## src/rtl/humansized_muldiv_seq.sv

```systemverilog
// Sequencer for the shift/add multiplier-divider datapath: runs one RV32M-style op
// two cycles per bit. Optional HUMANSIZED_MULDIV_EARLYOUT_EN short-circuits rs2==0.
module humansized_muldiv_seq #(
    parameter int W = 4
) (
    input  logic           clk,
    input  logic           rstn,
    input  logic           start,
    input  logic [2:0]     funct3,
    input  logic [W-1:0]   rs1,
    input  logic [W-1:0]   rs2,
    output logic           busy,
    output logic           done,
    output logic [W-1:0]   result,
    output logic [4:0]     op,
    output logic [W-1:0]   Di,
    output logic           ci,
    input  logic [2*W-1:0] PM
);

    localparam int CW = $clog2(W + 1);

    localparam logic [4:0] OP_LOAD = 5'b00001;
    localparam logic [4:0] OP_ADD  = 5'b00000;
    localparam logic [4:0] OP_SRL  = 5'b00010;
    localparam logic [4:0] OP_SLL  = 5'b00110;
    localparam logic [4:0] OP_SUB  = 5'b10000;

    typedef enum logic [2:0] {
        S_IDLE,
        S_LOAD,
        S_BODY,
        S_FIX,
        S_DONE
    } state_t;

    state_t        state_reg, state_next;
    logic [2:0]    funct3_reg, funct3_next;
    logic [W-1:0]  abs_a_reg, abs_a_next;
    logic [W-1:0]  abs_b_reg, abs_b_next;
    logic          neg_a_reg, neg_a_next;
    logic          neg_b_reg, neg_b_next;
    logic          zero_b_reg, zero_b_next;
    logic [CW-1:0] cnt_reg, cnt_next;
    logic          phase_reg, phase_next;
    logic [W-1:0]  result_reg, result_next;

    logic          acc_neg_a, acc_neg_b;
    logic          forced;
    logic [2*W-1:0] pm_src, prod;
    logic [W-1:0]  quot, rem, fix_result;

    // Sign handling at accept: only the signed operand positions honour the MSB.
    always_comb begin
        acc_neg_a = 1'b0;
        acc_neg_b = 1'b0;
        case (funct3)
            3'b000, 3'b001, 3'b100, 3'b110: begin
                acc_neg_a = rs1[W-1];
                acc_neg_b = rs2[W-1];
            end
            3'b010: acc_neg_a = rs1[W-1];
            default: ;
        endcase
    end

`ifdef HUMANSIZED_MULDIV_EARLYOUT_EN
    // A zero divisor/multiplier skipped the datapath, so FIX must not read PM.
    assign forced = zero_b_reg;
`else
    assign forced = 1'b0;
`endif

    // Forced values are substituted as fake {P,M} so the normal sign fix applies.
    always_comb begin
        pm_src = PM;
        if (forced)
            pm_src = funct3_reg[2] ? {abs_a_reg, {W{1'b1}}} : '0;
        prod = (neg_a_reg ^ neg_b_reg) ? -pm_src : pm_src;
        quot = ((neg_a_reg ^ neg_b_reg) && !zero_b_reg) ? -pm_src[W-1:0] : pm_src[W-1:0];
        rem  = neg_a_reg ? -pm_src[2*W-1:W] : pm_src[2*W-1:W];
        case (funct3_reg)
            3'b000:                 fix_result = prod[W-1:0];
            3'b001, 3'b010, 3'b011: fix_result = prod[2*W-1:W];
            3'b100, 3'b101:         fix_result = quot;
            default:                fix_result = rem;
        endcase
    end

    always_comb begin
        state_next  = state_reg;
        funct3_next = funct3_reg;
        abs_a_next  = abs_a_reg;
        abs_b_next  = abs_b_reg;
        neg_a_next  = neg_a_reg;
        neg_b_next  = neg_b_reg;
        zero_b_next = zero_b_reg;
        cnt_next    = cnt_reg;
        phase_next  = phase_reg;
        result_next = result_reg;
        op          = OP_LOAD;
        Di          = '0;
        ci          = 1'b0;
        busy        = 1'b0;
        done        = 1'b0;

        case (state_reg)
            S_IDLE: begin
                if (start) begin
                    funct3_next = funct3;
                    neg_a_next  = acc_neg_a;
                    neg_b_next  = acc_neg_b;
                    abs_a_next  = acc_neg_a ? -rs1 : rs1;
                    abs_b_next  = acc_neg_b ? -rs2 : rs2;
                    zero_b_next = (rs2 == '0);
                    state_next  = S_LOAD;
`ifdef HUMANSIZED_MULDIV_EARLYOUT_EN
                    if (rs2 == '0)
                        state_next = S_FIX;
`endif
                end
            end
            S_LOAD: begin
                busy       = 1'b1;
                Di         = abs_a_reg;
                cnt_next   = '0;
                phase_next = 1'b0;
                state_next = S_BODY;
            end
            S_BODY: begin
                busy = 1'b1;
                if (!funct3_reg[2]) begin
                    if (!phase_reg) begin
                        op = OP_ADD;
                        Di = abs_b_reg;
                    end else begin
                        op = OP_SRL;
                    end
                end else begin
                    if (!phase_reg) begin
                        op = OP_SLL;
                    end else begin
                        op = OP_SUB;
                        Di = ~abs_b_reg;
                        ci = 1'b1;
                    end
                end
                phase_next = ~phase_reg;
                if (phase_reg) begin
                    cnt_next = cnt_reg + 1'b1;
                    if (cnt_reg == CW'(W - 1))
                        state_next = S_FIX;
                end
            end
            S_FIX: begin
                busy        = 1'b1;
                result_next = fix_result;
                state_next  = S_DONE;
            end
            S_DONE: begin
                done       = 1'b1;
                state_next = S_IDLE;
            end
            default: state_next = S_IDLE;
        endcase
    end

    always_ff @(posedge clk) begin
        if (!rstn) begin
            state_reg  <= S_IDLE;
            funct3_reg <= '0;
            abs_a_reg  <= '0;
            abs_b_reg  <= '0;
            neg_a_reg  <= 1'b0;
            neg_b_reg  <= 1'b0;
            zero_b_reg <= 1'b0;
            cnt_reg    <= '0;
            phase_reg  <= 1'b0;
            result_reg <= '0;
        end else begin
            state_reg  <= state_next;
            funct3_reg <= funct3_next;
            abs_a_reg  <= abs_a_next;
            abs_b_reg  <= abs_b_next;
            neg_a_reg  <= neg_a_next;
            neg_b_reg  <= neg_b_next;
            zero_b_reg <= zero_b_next;
            cnt_reg    <= cnt_next;
            phase_reg  <= phase_next;
            result_reg <= result_next;
        end
    end

    assign result = result_reg;

endmodule

```

## config.mk

```make
export PLATFORM = sky130hd
export DESIGN_NAME = humansized_muldiv_seq
export DESIGN_NICKNAME = d
export VERILOG_FILES = /design/src/rtl/humansized_muldiv_seq.sv
export SDC_FILE = /design/constraint.sdc
export NUM_CORES = 1
export LEC_CHECK = 0
export CORE_MARGIN = 4
export CORE_UTILIZATION = 54
export DETAILED_ROUTE_END_ITERATION = 10
export GPL_ROUTABILITY_DRIVEN = 0
export GPL_TIMING_DRIVEN = 1
export PLACE_DENSITY_LB_ADDON = 0.08
export SYNTH_ARGS = -nofsm -noshare
export SYNTH_HDL_FRONTEND = slang
export SYNTH_SLANG_ARGS = --single-unit
```

## constraint.sdc

```tcl
create_clock -name clk -period 3.5 [get_ports clk]
set_clock_uncertainty 0.05 [all_clocks]
set_input_delay 0.7 -clock clk [delete_from_list [all_inputs] [get_ports clk]]
set_output_delay 0.7 -clock clk [all_outputs]
set_load 0.02 [all_outputs]
```

==> impl_results.md <==
- Crit path required time: 2.75 ns
- Post-CTS Hold Fix Bufs: 0
- Achievable Freq: 331.4 MHz
- Status: completed
- Final setup violation count: 0
- PnR Total Power: 0.6415 mW
- Placed cells: 281
- Async set or reset register ratio after synthesis: 0%
- Max-Cap Viols: 0
- RSZ-0062 raised after global routing: false
- FF+latch count, synth: 25
- Proportion of layout cells with a drive suffix above 1: 3.937%
- Core Box Area: 0.002853 mm²
- Initial antenna violation count: 0
- Tmin final: 3.017 ns
- Post-DP HPWL: 2833 µm
- Commonest non-fill, non-tap cells in the layout: clkdlybuf4s50_1 (36), nand2_1 (32), dfxtp_1 (25)
- Sequential share of the synthesized area: 30.21%
- Routed Antenna Nets: 0
- Worst slew margin: 56.95%
- Initial Utilization: 58.07%
- Buf/Inv on CP: 2
- Worst Tran Pin Value: 0.6450 ns
- 1st-iter DRT viols: 102
- Worst path arrival time: 2.27 ns
- CP Class: reg -> out
- Clock sink total: 25
- CTS root buffer: clkbuf_4
- Commonest non-fill, non-tap cell in the layout: clkdlybuf4s50_1
- Ant diodes: 0
- Die W: 63.39 µm
- CTS max path bufs: 2
- Fin cells: 285
- IO Pins: 38
- Post-CTS Resized: 0
- Pre-CTS worst setup slack: 0.8445 ns
- Synthesized area: 0.001657 mm²
- Final Slew Violations: 0
- DR DRC count: 0
- Number of global-route vias before repair: 1432
- Via-per-instance ratio: 5.646
- Die Y: 63.39 µm
- Mapped Avg Cell Area: 7.298 µm²
- Die ar.: 0.004018 mm²
- Post-synth EDFFs: 0
- Row Count: 19
- Slowest cell on the critical path: dfxtp_1
- Total grt overflow: 0
- GRT Total Usage: 18.75%
- Largest net degree at the start of global routing: 21
- Worst VDD drop: 195.3 µV
- Kind of cell adding the most delay to the critical path: buffers and inverters
- Setup bufs post-CTS: 0
- Setup crit end kind: primary output
- LEAKAGE: 0.7731 nW
- Port-buffer cells: 36
- Inserted Clock Buffers: 3
- First-pass GRT wire length: 6216 µm
- Worst Path Max Fanout: 16
- Vias: 1609
- Worst-path clk slew: 0.15 ns
- Pwr per Cell Area: 316.1 mW/mm²
- Worst-Skew Late Latency: 0.32 ns
- H-tree levels: 1
- DRT Pass-1 Iters: 4
- Drt wl/cell: 12.90 µm
- Setup TNS Final: 0 ns
- Worst hold path class: reg -> reg
- Post-synth net total: 257
- Fin nets: 285
- Hold Fails Final Rpt: 0
- Final setup margin: 0.4829 ns
- Synthesized instance count: 227
- Fillers: 270
- Cell variety after synth: 42
- Synth Flop Type: dfxtp_1
- Synthesis-to-layout area growth: 22.51%
- Final wirelength: 3676 µm
- Worst path cell trace: inv_1, or3_1, o21ai_0, a22o_1, clkdlybuf4s50_1
- Slowest stage delay, CP: 0.66 ns
- Yosys warnings: 0
- Period Utilization, post-route: 86.20%
- Setup crit start kind: flop
- CTS tree: built
## area by class of cell
type,instances,area [µm²],share of cell area [%]
multi-input cells,173,1036,51.05
flip-flops and latches,25,500.5,24.66
repair buffers,37,367.9,18.13
inverters,15,56.30,2.774
well taps,31,38.79,1.911
clock buffers,3,22.52,1.110
clock inverters,1,7.507,0.3699
## stage by stage
stage	utilization, %	hold WS, ns	instance area [µm²]
final	71.14	0.4231	2029
after global routing	71.14	0.4519	2029
after global placement	70.09	0.3961	1999
after floorplan	-	0.3866	1657
after detailed placement	70.09	0.4019	1999
after CTS	71.14	0.4217	2029
## cells by family (layout without fill, tap and decap cells)
kind of cell | Yosys count | count (layout) | share of synthesized area (%)
and+or+nand+nor | 85 | 85 | 23.57
AOI/OAI and AO/OA | 63 | 63 | 23.79
buffers and inverters | 29 | 56 | 7.250
DFF | 25 | 25 | 30.21
xor gates and xnor gates | 11 | 11 | 5.816
adders and majority gates | 8 | 8 | 6.043
muxes | 5 | 5 | 3.097
other | 1 | 1 | 0.2264
## path summary, 6_finish.rpt
check | startpoint | to | slack (ns) | depth (start not counted)
max | funct3_reg[2] | Di[3] | 0.48 | 5
min | abs_a_reg[3] | abs_a_reg[3] | 0.42 | 2
max reg2reg | state_reg[1] | result[3] | 1.60 | 5
min reg2reg | abs_a_reg[3] | abs_a_reg[3] | 0.42 | 2
## report_power, final
| group | internal, mW | leakage (nW) | switching (mW) |
|---|---|---|---|
| Sequential | 0.302 | 0.204 | 0.0248 |
| Combinational | 0.0863 | 0.555 | 0.0962 |
| Clock | 0.0436 | 0.0139 | 0.0890 |
## synthesized netlist by cell type (all sizes together), types with 3 or more instances
| cell | n | area share, % |
|---|---|---|
| nand2 | 32 | 7.3 |
| inv | 15 | 3.4 |
| a31oi | 3 | 1.1 |
| a21oi | 23 | 6.9 |
| a311oi | 4 | 2.1 |
| nand3 | 9 | 2.7 |
| buf | 5 | 1.8 |
| nor2 | 24 | 5.4 |
| nand2b | 3 | 1.1 |
| o31ai | 4 | 1.8 |
| and2 | 3 | 1.1 |
| o21ai | 15 | 4.5 |
| mux2i | 4 | 2.4 |
| ha | 8 | 6.0 |
| xor2 | 3 | 1.6 |
| nor3 | 3 | 0.91 |
| dfxtp | 25 | 30 |
| xnor2 | 8 | 4.2 |
| clkbuf | 9 | 2.0 |
| or3 | 3 | 1.1 |
## per-layer routing
layer	global-route usage [%]	share of wire, %	up-vias
met5	0	0	-
met4	5.391	0.52	0
met3	3.020	3.8	2
met2	30.12	45	34
met1	25.73	51	725
li1	-	-	848
## worst min-delay path, stage by stage, from the launching register on
cell and delay (ns):
dfxtp_1 0.34, nand2_1 0.05, a21oi_1 0.05
Power figures use the tool's default switching activity.
